`config.mk`:
```
export PLATFORM = sky130hd
export DESIGN_NAME = neck_pulse_ctrl
export DESIGN_NICKNAME = d
export VERILOG_FILES = /design/src/rtl/neck_pkg.sv /design/src/rtl/neck_debounce.sv /design/src/rtl/neck_pulse_ctrl.sv
export SDC_FILE = /design/constraint.sdc
export NUM_CORES = 1
export LEC_CHECK = 0
export BUFFER_PORTS_ARGS = -buffer_cell sky130_fd_sc_hd__buf_2
export CORE_ASPECT_RATIO = 0.9
export CORE_MARGIN = 5
export CORE_UTILIZATION = 44
export CTS_BUF_LIST = sky130_fd_sc_hd__clkbuf_2
export CTS_CLUSTER_SIZE = 14
export DETAILED_ROUTE_END_ITERATION = 8
export MAX_ROUTING_LAYER = met4
export PLACE_DENSITY = 0.76
export SLEW_MARGIN = 20
export SYNTH_ARGS = -nofsm -noshare
export SYNTH_HDL_FRONTEND = slang
export SYNTH_SLANG_ARGS = --single-unit
```
`constraint.sdc`:
```
create_clock -name clk -period 1.85 [get_ports clk]
set_input_delay 0 -clock clk [delete_from_list [all_inputs] [get_ports clk]]
set_output_delay 0 -clock clk [all_outputs]
set_load 0.02 [all_outputs]
```
`src/rtl/neck_pkg.sv`:
```
// Shared state encoding, clock-derived timing defaults and counter sizing
// for the necking pulse controller.
package neck_pkg;

  localparam int unsigned CLK_FREQ_HZ      = 100_000_000;
  localparam int unsigned DEF_DEBOUNCE_CYC = 4;
  localparam int unsigned DEF_PULSE_CYC    = CLK_FREQ_HZ / 200_000;  // 5 us
  localparam int unsigned DEF_HOLDOFF_CYC  = CLK_FREQ_HZ / 5_000;    // 200 us
  localparam int unsigned DEF_CNT_W        = 16;

  typedef enum logic [1:0] {
    ST_IDLE    = 2'd0,
    ST_QUALIFY = 2'd1,
    ST_PULSE   = 2'd2,
    ST_HOLDOFF = 2'd3
  } neck_state_e;

  // Width able to hold 0..n; never narrower than one bit.
  function automatic int unsigned cnt_width(input int unsigned n);
    return (n == 0) ? 1 : $clog2(n + 1);
  endfunction

endpackage

```
`src/rtl/neck_debounce.sv`:
```
// Debounce and re-arm tracking: counts consecutive high samples of the raw
// necking flag and raises a one-cycle qualified strobe for the main FSM.
module neck_debounce
  import neck_pkg::*;
#(
  parameter int unsigned DEBOUNCE_CYC = DEF_DEBOUNCE_CYC
) (
  input  logic        clk,
  input  logic        rst,
  input  logic        en_ctrl,
  input  logic        necking_in,
  input  neck_state_e state_i,
  output logic        qual_o,
  output logic        qualifying_o,
  output logic        armed_o
);

  localparam int unsigned   QW        = cnt_width(DEBOUNCE_CYC);
  localparam logic [QW-1:0] QUAL_LAST = QW'(DEBOUNCE_CYC);

  logic [QW-1:0] qual_cnt_q, qual_cnt_d, qual_cnt_inc;
  logic          armed_q, armed_d;
  logic          in_window;

  always_comb begin
    in_window    = (state_i == ST_IDLE) || (state_i == ST_QUALIFY);
    qual_cnt_inc = qual_cnt_q + QW'(1);
    qual_o       = 1'b0;
    qual_cnt_d   = '0;
    armed_d      = armed_q;

    if (in_window && !necking_in) armed_d = 1'b1;

    case (state_i)
      ST_IDLE: begin
        if (en_ctrl && armed_q && necking_in) begin
          if (DEBOUNCE_CYC == 1) qual_o     = 1'b1;
          else                   qual_cnt_d = QW'(1);
        end
      end
      ST_QUALIFY: begin
        if (en_ctrl && necking_in) begin
          if (qual_cnt_inc == QUAL_LAST) qual_o     = 1'b1;
          else                           qual_cnt_d = qual_cnt_inc;
        end
      end
      default: ;
    endcase

    // Firing consumes the arm; a fresh low sample is needed for the next event.
    if (qual_o) armed_d = 1'b0;
    qualifying_o = (qual_cnt_d != '0);
  end

  always_ff @(posedge clk) begin
    if (rst) begin
      qual_cnt_q <= '0;
      armed_q    <= 1'b0;
    end else begin
      qual_cnt_q <= qual_cnt_d;
      armed_q    <= armed_d;
    end
  end

  assign armed_o = armed_q;

endmodule

```
`src/rtl/neck_pulse_ctrl.sv`:
```
// Necking pulse controller: debounced trigger, fixed-width registered pulse,
// hold-off window and saturating event counter.
module neck_pulse_ctrl
  import neck_pkg::*;
#(
  parameter int unsigned DEBOUNCE_CYC = DEF_DEBOUNCE_CYC,
  parameter int unsigned PULSE_CYC    = DEF_PULSE_CYC,
  parameter int unsigned HOLDOFF_CYC  = DEF_HOLDOFF_CYC,
  parameter int unsigned CNT_W        = DEF_CNT_W
) (
  input  logic             clk,
  input  logic             rst,
  input  logic             en_ctrl,
  input  logic             necking_in,
  input  logic             abort_in,
  output logic             neck_pulse,
  output logic             busy,
  output logic             armed,
  output logic [CNT_W-1:0] event_cnt,
  output logic [1:0]       ctrl_state
);

  localparam int unsigned   PW         = cnt_width(PULSE_CYC);
  localparam int unsigned   HW         = cnt_width(HOLDOFF_CYC);
  localparam logic [PW-1:0] PULSE_LAST = PW'(PULSE_CYC - 1);
  localparam logic [HW-1:0] HOLD_LAST  = HW'((HOLDOFF_CYC == 0) ? 0 : HOLDOFF_CYC - 1);

  neck_state_e      state_q, state_d, after_pulse;
  logic [PW-1:0]    pulse_cnt_q, pulse_cnt_d;
  logic [HW-1:0]    hold_cnt_q, hold_cnt_d;
  logic [CNT_W-1:0] event_cnt_q, event_cnt_d;
  logic             neck_pulse_q;
  logic             qual, qualifying;

  neck_debounce #(
    .DEBOUNCE_CYC(DEBOUNCE_CYC)
  ) u_debounce (
    .clk          (clk),
    .rst          (rst),
    .en_ctrl      (en_ctrl),
    .necking_in   (necking_in),
    .state_i      (state_q),
    .qual_o       (qual),
    .qualifying_o (qualifying),
    .armed_o      (armed)
  );

  always_comb begin
    state_d     = state_q;
    pulse_cnt_d = '0;
    hold_cnt_d  = '0;
    event_cnt_d = event_cnt_q;
    after_pulse = ST_HOLDOFF;
    if (HOLDOFF_CYC == 0) after_pulse = ST_IDLE;

    case (state_q)
      ST_IDLE, ST_QUALIFY: begin
        if (qual)            state_d = ST_PULSE;
        else if (qualifying) state_d = ST_QUALIFY;
        else                 state_d = ST_IDLE;
      end
      ST_PULSE: begin
        if (abort_in || (pulse_cnt_q == PULSE_LAST)) state_d = after_pulse;
        else pulse_cnt_d = pulse_cnt_q + PW'(1);
      end
      ST_HOLDOFF: begin
        if (hold_cnt_q == HOLD_LAST) state_d = ST_IDLE;
        else hold_cnt_d = hold_cnt_q + HW'(1);
      end
    endcase

    if (qual && (event_cnt_q != '1)) event_cnt_d = event_cnt_q + CNT_W'(1);
  end

  always_ff @(posedge clk) begin
    if (rst) begin
      state_q      <= ST_IDLE;
      pulse_cnt_q  <= '0;
      hold_cnt_q   <= '0;
      event_cnt_q  <= '0;
      neck_pulse_q <= 1'b0;
    end else begin
      state_q      <= state_d;
      pulse_cnt_q  <= pulse_cnt_d;
      hold_cnt_q   <= hold_cnt_d;
      event_cnt_q  <= event_cnt_d;
      neck_pulse_q <= (state_d == ST_PULSE);
    end
  end

  assign neck_pulse = neck_pulse_q;
  assign busy       = (state_q == ST_PULSE) || (state_q == ST_HOLDOFF);
  assign event_cnt  = event_cnt_q;
  assign ctrl_state = state_q;

endmodule

```
# --- After elaboration in Yosys (flattened, before gate mapping) ---
# Index checks and enable logic that the tools add are counted.
word_totals:
  register_bits: 47
  out_inout_bits: 21
  elab_cells: 48
classes:
  n_addsub: 4
  eq_ne: 8
  n_mux: 12
  n_bitwise: 2
  reduce_logical: 15
ops:
  columns: ["cell", "n"]
  rows:
  - ["16-bit by 1-bit adder with 16-bit output, second input constant", 1]
  - ["16-bit != test, second input constant", 1]
  - ["15-bit by 1-bit adder with 15-bit output, second input constant", 1]
  - ["15-bit equality test, second input constant", 1]
  - ["9-bit by 1-bit adder with 9-bit output, second input constant", 1]
  - ["9-bit equality test, second input constant", 1]
  - ["2-bit equality test, second input constant", 3]
  - ["2-bit two-way mux", 3]
  - ["3-bit two-way mux", 2]
  - ["2-bit one-hot mux with 3 select lines", 1]
  - ["3-bit one-hot mux with 2 select lines", 1]
  - ["3-bit OR reduction", 2]
  - ["1-bit logical AND", 5]
  - ["1-bit two-way mux", 5]
  - ["2-bit OR reduction", 2]
  - ["3-bit by 1-bit adder with 3-bit output, second input constant", 1]
  - ["3-bit equality test, second input constant", 1]
  - ["1-bit logical OR", 3]
  - ["3-bit nonzero test", 1]
  - ["2-bit by 1-bit equality test with 1-bit output, second input constant", 1]
  - ["2-bit zero test", 1]
  - ["1-bit NOT", 2]
  - ["1-bit zero test", 1]

# --- Depth between registers and ports, before layout ---
# Gate-level depths: netlist (run 1).
depth:
  word_depth: 10
  depth_mapped: 6

# --- By module ---
# A second synthesis (run 1) with hierarchy kept.
hier_totals:
  cells_unflattened: 252
  area_unflattened_um2: 2160.8
by_module_without_submodules:
  columns: ["mod", "n_inst", "cells_each", "area_each_um2", "seq_area_each_um2"]
  rows:
  - ["neck_pulse_ctrl", 1, 228, 1941.9, 860.8]
  - ["neck_debounce", 1, 24, 219.0, 80.1]

# --- Worst setup path before layout (run 1) ---
# OpenSTA, ideal clock, no wires.
synth_path:
  path_kind: "register -> register"
  from: "reg event_cnt_q[4] (netlist: event_cnt[4])"
  to: "reg event_cnt_q[14] (netlist: event_cnt[14])"
  arrival_time_ns: 1.865
  setup_slack_ns: -0.138
  stages_incl_launch_ff: 5
  n_path_buf: 0
  synth_period_minus_slack_ns: 1.988
  cell_sequence: "dfxtp_1 nand4_1 or4_1 nor3_1 mux2_1"
synth_via:
  elab_chain_len: 2
  elab_cells_between_ends: 3
synth_rtl:
  columns: ["item", "line", "text"]
  rows:
  - ["from (decl)", "neck_pulse_ctrl.sv:31", "logic [CNT_W-1:0] event_cnt_q, event_cnt_d;"]
  - ["from (signal assigned)", "neck_pulse_ctrl.sv:86", "event_cnt_q <= event_cnt_d;"]
  - ["branches (longest 2 deep; another with 16-bit by 1-bit adder with 16-bit output)", null, null]
# Parallel ways; which one is timed is not known.
# A chain may end at the register's enable or synchronous reset.

# --- Worst setup path after layout (run 1) ---
layout_path:
  from: "reg event_cnt_q[0] (netlist: event_cnt[0])"
  to: "reg event_cnt_q[10] (netlist: event_cnt[10])"
# The elaborated chain is that of the path after synthesis.

==> reports/qor.yml, run 1 <==
timing:
  fmaxAchievable_mhz: 541.1
  grt_setup_unrepaired: "true"
  timing.final.crit_share: 0.9989
  finalSetupViolations: 0
  timing.hold.ws_ns: 0.4291
  finalSetupTns_ns: 0
  slew_headroom: 0.7402
  number_of_pins_exceeding_their_max_slew_limit_in_the_final_report: 0
  finalWorstPathRequiredPeriod_ns: 1.848
  hold_viol_final: 0
  final.setup_skew_ns: 0.02482
  worst_pin_slew_ns: 0.3847
worst_setup_path:
  critPathArrivalTime_ns: 2.21
  r2r_end: "event_cnt[10]$_SDFFE_PP0P_"
  crit_path_max_fanout: 6
  ff_to_ff_setup_slack_ns: 0.002
  cp_data_required_time_ns: 2.22
  worst_setup_path_end_kind: "flip-flop"
  worstSetupPathType: "flip-flop to flip-flop"
  critical_path.startpoint_type: "flip-flop"
  worst_r2r_path_depth: 5
  r2r-start: "event_cnt[0]$_SDFFE_PP0P_"
detailed_routing:
  postRouteWirelength_mm: 5.230
  drt_first_iter_violations: 131
  total_iterations_of_the_first_detailed_routing_run: 4
  avgRoutedWirePerCell_microns: 13.95
  route.antenna.remaining_nets: 0
  vias_per_cell: 5.528
  detail_route.drc_violations: 0
  vias: 2073
cts:
  clock_sink_count: 47
  cts_inserted_buffers: 5
  ctsLongestPathBuffers: 2
  tritoncts: "built"
  clk_pin_slew_worst_paths_ns: 0.26
  ctsRootBufferMaster: "sky130_fd_sc_hd__clkbuf_2"
  clk-insertion-delay-late_ns: 0.43
  cts_htree_levels: 2
global_routing:
  antenna_found_initial: 0
  groute.usage.overall: 0.1672
  grt_pass1_vias: 1892
  grt_pass1_wl_mm: 8.866
  grt_start_max_net_pins: 27
  gr-total-overflow: 0
outcome:
  status: "finished clean"
logic_synthesis:
  syn_area_sq_mm: 0.002225
  ys_top_cells_by_count: "47 x sky130_fd_sc_hd__dfxtp_1, 36 x sky130_fd_sc_hd__nor2_1, 15 x sky130_fd_sc_hd__nand3_1"
  synthesis.nets: 263
  cell_with_the_most_instances_after_synthesis: "sky130_fd_sc_hd__dfxtp_1"
  synthesis.yosys.warnings: 0
  yosysUniqueCellTypes: 41
  synth_async_sr_flop_share: 0
  netlist.top_cell.by_area: "sky130_fd_sc_hd__dfxtp_1"
  synth_cells: 253
  yosys_most_used_dff: "sky130_fd_sc_hd__dfxtp_1"
  yosysTopAreaCellShare: 0.4229
  synth.ff_latch_count: 47
  post_synth.cell_area_avg_sq_um: 8.793
  sequential_to_total_area_share_from_yosys_stat: 0.4229
  synthTopCellsByArea: "sky130_fd_sc_hd__dfxtp_1 42%, sky130_fd_sc_hd__nor2_1 6.1%, sky130_fd_sc_hd__xnor2_1 4.3%"
  synth_enable_flop_cells: 0
power:
  switching_share: 0.2297
  p_leak_nw: 0.9999
  clock_power_share: 0.354
  power_frac_comb: 0.026
  peakVddDrop_mv: 0.3246
  power_report.internal_total_w: 0.001269
  share_seq_of_total_power: 0.620
  power_per_cell_area_mw_per_mm2: 583.6
  switchingPower_w: 0.0003785
final_layout:
  post_route_cells_drive_above_1_share: 0.3129
  multi_input_area_sq_mm: 0.001320
  final_instance_count_without_filler_cells: 375
  final-seq-area_sq_um: 957.2
  fillCellCount: 447
  num_antenna_cells: 0
  area_growth_syn_to_layout_pct: 26.94
  postLayoutCoreUtil: 0.5805
  fin_area_sq_mm: 0.002824
  fin_nets: 319
die:
  starting_density_of_the_core: 0.4573
  vertical_die_dimension_microns: 77.46
  core_region_area_sq_mm: 0.004865
  placementRows: 24
  floorplan.io_pins: 26
  fp.dieArea_sq_mm: 0.006580
  die_w_microns: 84.95
placement:
  dp.final_hpwl_mm: 3.764
  numPlacedInstances: 360
  buffer_ports.inserted: 25
  detailed_place.area_sq_mm: 0.002613
  globalplace.congestion: 0.8328
worst_hold_path:
  worst_hold_startpoint: "necking_in"
  worstHoldPathCells: 5
  hold_path_end: "u_debounce.armed_o$_SDFFE_PP0P_"
  hold_path.class: "input port to flip-flop"
run:
  max-cap-violations: 0
==> per-stage QoR <==
| stage | total power [W] | worst slack [ns] |
|---|---|---|
| finish | 0.001648 | 0.002070 |
| global route | 0.001727 | -0.06518 |
| floorplan | 0.001060 | -0.002130 |
| global placement | 0.001075 | -0.01123 |
| CTS | 0.001667 | 0.002202 |
| detailed placement | 0.001076 | -0.05577 |
==> critical path: stages (launching register included) <==
cell and delay (ns):
sky130_fd_sc_hd__dfxtp_2 0.41, sky130_fd_sc_hd__ha_4 0.15, sky130_fd_sc_hd__nand3_2 0.08, sky130_fd_sc_hd__or4_4 0.58, sky130_fd_sc_hd__or4_4 0.44, sky130_fd_sc_hd__a21oi_2 0.14
==> per-layer routing <==
layer,wire (microns),vias to the layer above,part of all wire,global-route usage
met5,0,-,0,-
met4,47,0,0.0090,0.03797
met3,307,4,0.059,0.04025
met2,2491,52,0.48,0.2632
met1,2383,973,0.46,0.2176
li1,-,1044,-,-
==> layout make-up <==
cell class / instances / area share
clock inverter: 3 / 0.01639
tap: 65 / 0.02880
sequential: 47 / 0.3389
inverter: 7 / 0.009304
timing repair buffer: 56 / 0.1303
multi-input combinational: 192 / 0.4674
clock buffer: 5 / 0.008861
==> how the worst max path moves through the flow <==
stage                                        startpoint                          to  slack [ns]
floorplan                     event_cnt[4]$_SDFFE_PP0P_  event_cnt[14]$_SDFFE_PP0P_      -0.002
global placement    u_debounce.qual_cnt_q[0]$_SDFF_PP0_   event_cnt[6]$_SDFFE_PP0P_       -0.01
detailed placement  u_debounce.qual_cnt_q[0]$_SDFF_PP0_   event_cnt[8]$_SDFFE_PP0P_       -0.06
CTS                           event_cnt[0]$_SDFFE_PP0P_   event_cnt[8]$_SDFFE_PP0P_       0.002
global route                  event_cnt[0]$_SDFFE_PP0P_   event_cnt[6]$_SDFFE_PP0P_       -0.07
finish                        event_cnt[0]$_SDFFE_PP0P_  event_cnt[10]$_SDFFE_PP0P_       0.002
==> timing repair <==
item,in CTS,in global routing
hold endpoints to repair,4,0
gates cloned,0,0
resized for setup,3,16
setup buffers,3,0
hold buffers,4,0
pin swaps,2,3
setup endpoints to repair,8,10
==> registers in the layout (all words and copies together) (netlist names) <==
register / flops
ctrl_state: 2
event_cnt: 16
u_debounce.qual_cnt_q: 3
u_debounce.armed_o: 1
neck_pulse: 1
hold_cnt_q: 15
pulse_cnt_q: 9
==> cells in the final DEF, fill, tap and decap left out, types with 2 or more instances in the layout <==
cell / count
sky130_fd_sc_hd__nor2_1: 36
sky130_fd_sc_hd__dfxtp_1: 34
sky130_fd_sc_hd__buf_4: 27
sky130_fd_sc_hd__buf_2: 25
sky130_fd_sc_hd__nand3_1: 14
sky130_fd_sc_hd__nand2_1: 14
sky130_fd_sc_hd__nor3_1: 14
sky130_fd_sc_hd__dfxtp_2: 13
sky130_fd_sc_hd__nand4_1: 11
sky130_fd_sc_hd__xor2_1: 10
sky130_fd_sc_hd__xnor2_1: 10
sky130_fd_sc_hd__a21oi_1: 8
sky130_fd_sc_hd__inv_1: 7
sky130_fd_sc_hd__and4_1: 6
sky130_fd_sc_hd__nor4_1: 6
sky130_fd_sc_hd__o31ai_1: 6
sky130_fd_sc_hd__or4_1: 5
sky130_fd_sc_hd__or4_4: 5
sky130_fd_sc_hd__clkbuf_2: 5
sky130_fd_sc_hd__nor2b_1: 4
sky130_fd_sc_hd__dlygate4sd3_1: 4
sky130_fd_sc_hd__a31oi_1: 3
sky130_fd_sc_hd__a21oi_2: 3
sky130_fd_sc_hd__o41ai_1: 2
sky130_fd_sc_hd__and4b_1: 2
sky130_fd_sc_hd__o31ai_2: 2
sky130_fd_sc_hd__and3_1: 2
sky130_fd_sc_hd__nand2b_1: 2
sky130_fd_sc_hd__ha_1: 2
sky130_fd_sc_hd__ha_4: 2
==> cells by family (layout without fill, tap and decap cells) <==
kind of cell | count (synthesis) | count (layout) | share of synthesized area
AND/OR/NAND/NOR | 130 | 130 | 0.3240
buffers and inverters | 14 | 71 | 0.02362
XOR/XNOR | 22 | 22 | 0.08661
multiplexers | 3 | 3 | 0.01462
flip-flops | 47 | 47 | 0.4229
adder cells (fa/ha/maj) | 5 | 5 | 0.02812
AO/OA/AOI/OAI | 32 | 32 | 0.1001
==> power groups by stage <==
| stage | sequential [W] | combinational (W) | clock [W] |
|---|---|---|---|
| 2_1_floorplan | 0.00104 | 0.0000174 | 0 |
| 3_3_place_gp | 0.00104 | 0.0000344 | 0 |
| 3_5_place_dp | 0.00104 | 0.0000349 | 0 |
| 4_1_cts | 0.00102 | 0.0000426 | 0.000602 |
| 5_1_grt | 0.00102 | 0.0000489 | 0.000654 |
| 6_report | 0.00102 | 0.0000435 | 0.000583 |
No activity file was read; power rests on OpenSTA's default activity.
==> run 2: changes to the inputs <==
ABC_AREA = 1   (was unset)
CORE_MARGIN = 2   (was 5)
==> run 2 against run 1 <==
Via count up 7.3%. Sequential share of layout area up 1.0 points. Power decreased by 11%. Critical path type unchanged. Critical endpoint is now u_debounce.armed_o$_SDFFE_PP0P_. Highest routed layer unchanged.
==> reports/qor.yml, run 2 <==
placement:
  buffer_ports.inserted: 25
  dp.final_hpwl_mm: 3.748
  globalplace.congestion: 0.8746
  pre_cts_slack_ns: 0.2362
die:
  placementRows: 25
  starting_density_of_the_core: 0.4567
  fp.dieArea_sq_mm: 0.006061
  floorplan.io_pins: 26
  core_region_area_sq_mm: 0.005255
  die_w_microns: 81.85
  vertical_die_dimension_microns: 74.06
timing:
  final.setup_skew_ns: 0.02700
  hold_viol_final: 0
  worst_pin_slew_ns: 0.4805
  slew_headroom: 0.6797
  fmaxAchievable_mhz: 579.0
  finalWorstPathRequiredPeriod_ns: 1.727
  finalSetupViolations: 0
  number_of_pins_exceeding_their_max_slew_limit_in_the_final_report: 0
  timing.final.ws_setup_ns: 0.1230
  timing.final.crit_share: 0.9335
  grt_setup_unrepaired: "false"
  finalSetupTns_ns: 0
detailed_routing:
  avgRoutedWirePerCell_microns: 11.05
  route.antenna.remaining_nets: 0
  vias_per_cell: 4.953
  detail_route.drc_violations: 0
  total_iterations_of_the_first_detailed_routing_run: 5
  postRouteWirelength_mm: 4.963
  drt_first_iter_violations: 126
  vias: 2224
run:
  max-cap-violations: 0
logic_synthesis:
  syn_area_sq_mm: 0.002400
  sequential_to_total_area_share_from_yosys_stat: 0.3921
  synth_cells: 345
  post_synth.cell_area_avg_sq_um: 6.956
  ys_top_cells_by_count: "96 x sky130_fd_sc_hd__nand2_1, 54 x sky130_fd_sc_hd__nor2_1, 47 x sky130_fd_sc_hd__dfxtp_1"
  synth_async_sr_flop_share: 0
  yosys_most_used_dff: "sky130_fd_sc_hd__dfxtp_1"
  netlist.top_cell.by_area: "sky130_fd_sc_hd__dfxtp_1"
  synthTopCellsByArea: "sky130_fd_sc_hd__dfxtp_1 39%, sky130_fd_sc_hd__nand2_1 15%, sky130_fd_sc_hd__nor2_1 8.4%"
  cell_with_the_most_instances_after_synthesis: "sky130_fd_sc_hd__nand2_1"
  synthesis.yosys.warnings: 0
  synth_enable_flop_cells: 0
  yosysTopAreaCellShare: 0.3921
  yosysUniqueCellTypes: 29
  synth.ff_latch_count: 47
  synthesis.nets: 355
final_layout:
  post_route_cells_drive_above_1_share: 0.1440
  area_growth_syn_to_layout_pct: 12.36
  most-common-layout-cells: "96 x sky130_fd_sc_hd__nand2_1, 53 x sky130_fd_sc_hd__nor2_1, 47 x sky130_fd_sc_hd__dfxtp_1, 35 x sky130_fd_sc_hd__inv_1"
  number_of_flip_flops_under_the_largest_register_name: 16
  num_antenna_cells: 0
  layout_commonest_cell: "sky130_fd_sc_hd__nand2_1"
  fin_nets: 391
global_routing:
  grt_pass1_wl_mm: 8.721
  groute.usage.overall: 0.1857
  gr-total-overflow: 0
  grt_pass1_vias: 2067
  grt_start_max_net_pins: 21
  antenna_found_initial: 0
cts:
  clk_pin_slew_worst_paths_ns: 0.24
  ctsRootBufferMaster: "sky130_fd_sc_hd__clkbuf_2"
  clock_sink_count: 47
  post-cts-setup-buffer-count: 0
  ctsLongestPathBuffers: 2
  cts_htree_levels: 2
  clk-insertion-delay-late_ns: 0.41
  cts_inserted_buffers: 5
  tritoncts: "built"
power:
  power_per_cell_area_mw_per_mm2: 542.3
  peakVddDrop_mv: 0.2818
  p_leak_nw: 1.051
worst_setup_path:
  critical_path.startpoint_type: "flip-flop"
  critPathArrivalTime_ns: 2.06
  crit_path_max_fanout: 3
  worst-path-buf-inv: 2
  cp_slowest_stage_delay_ns: 0.55
  worst_setup_path_end_kind: "flip-flop"
  cpLargestDelayFamily: "buffers and inverters"
  crit_slowest_cell: "sky130_fd_sc_hd__dlygate4sd3_1"
  cp_data_required_time_ns: 2.19
  crit_chain: "ha_1 > inv_1 > nand2_1 > nand3_1 > nor2_2 > nor2_1 > dlygate4sd3_1"
  worstSetupPathType: "flip-flop to flip-flop"
worst_hold_path:
  hold_path.class: "input port to flip-flop"
outcome:
  status: "finished clean"
[run 2: cells by family (layout without fill, tap and decap cells)]
family,after synthesis,count (layout),synth area share
adders and majority gates,5,5,0.02607
buffers and inverters,42,79,0.07299
and+or+nand+nor,201,201,0.3525
AOI/OAI and AO/OA,31,31,0.08707
xor gates and xnor gates,19,19,0.06934
DFF,47,47,0.3921
[run 2: what timing repair did]
action                                  CTS  global route
endpoints found under the setup margin    0             2
hold buffers                              5             0
gates resized for setup                   0             1
endpoints found under the hold margin     4             0
[run 2: area by class of cell]
type	count	area (sq um)
sequential	47	940.9
timing repair buffer	35	212.7
clock inverter	2	7.507
inverter	36	135.1
fill	527	2559
clock buffer	6	30.03
multi-input combinational	256	1286
tap	67	83.83
[run 2: per-stage QoR]
step / total power, W / utilization / cell area, sq um / std cells / hold WS (ns)
floorplan: 0.001058 / - / 2400 / 345 / 0.2379
CTS: 0.001474 / 0.5126 / 2694 / 449 / 0.0007613
detailed placement: 0.001070 / 0.4960 / 2606 / 436 / 0.4031
finish: 0.001462 / 0.5131 / 2696 / 449 / 0.01943
global route: 0.001514 / 0.5131 / 2696 / 449 / 0.01321
global placement: 0.001070 / 0.4960 / 2606 / 436 / 0.3929
[run 2: worst paths after layout]
path	from	endpoint	slack, ns	cells past startpoint
worst max register to register	u_debounce.qual_cnt_q[0]$_SDFF_PP0_	u_debounce.armed_o$_SDFFE_PP0P_	0.12	7
worst min-delay path	rst	u_debounce.qual_cnt_q[2]$_SDFF_PP0_	0.02	2
worst max-delay path	u_debounce.qual_cnt_q[0]$_SDFF_PP0_	u_debounce.armed_o$_SDFFE_PP0P_	0.12	7
worst min register to register	hold_cnt_q[0]$_SDFF_PP0_	hold_cnt_q[0]$_SDFF_PP0_	0.47	1
[run 2: where the power goes]
| part | total [W] | switching (W) | internal, W |
|---|---|---|---|
| Clock | 0.000404 | 0.000313 | 0.0000911 |
| Sequential | 0.00102 | 0.00000305 | 0.00102 |
| Combinational | 0.0000369 | 0.0000222 | 0.0000147 |
[run 2: routing by layer]
layer	wire length [microns]	global-route usage
met4	42	0.04074
met2	2301	0.3080
met3	186	0.03883
met1	2433	0.2337
met5	0	-
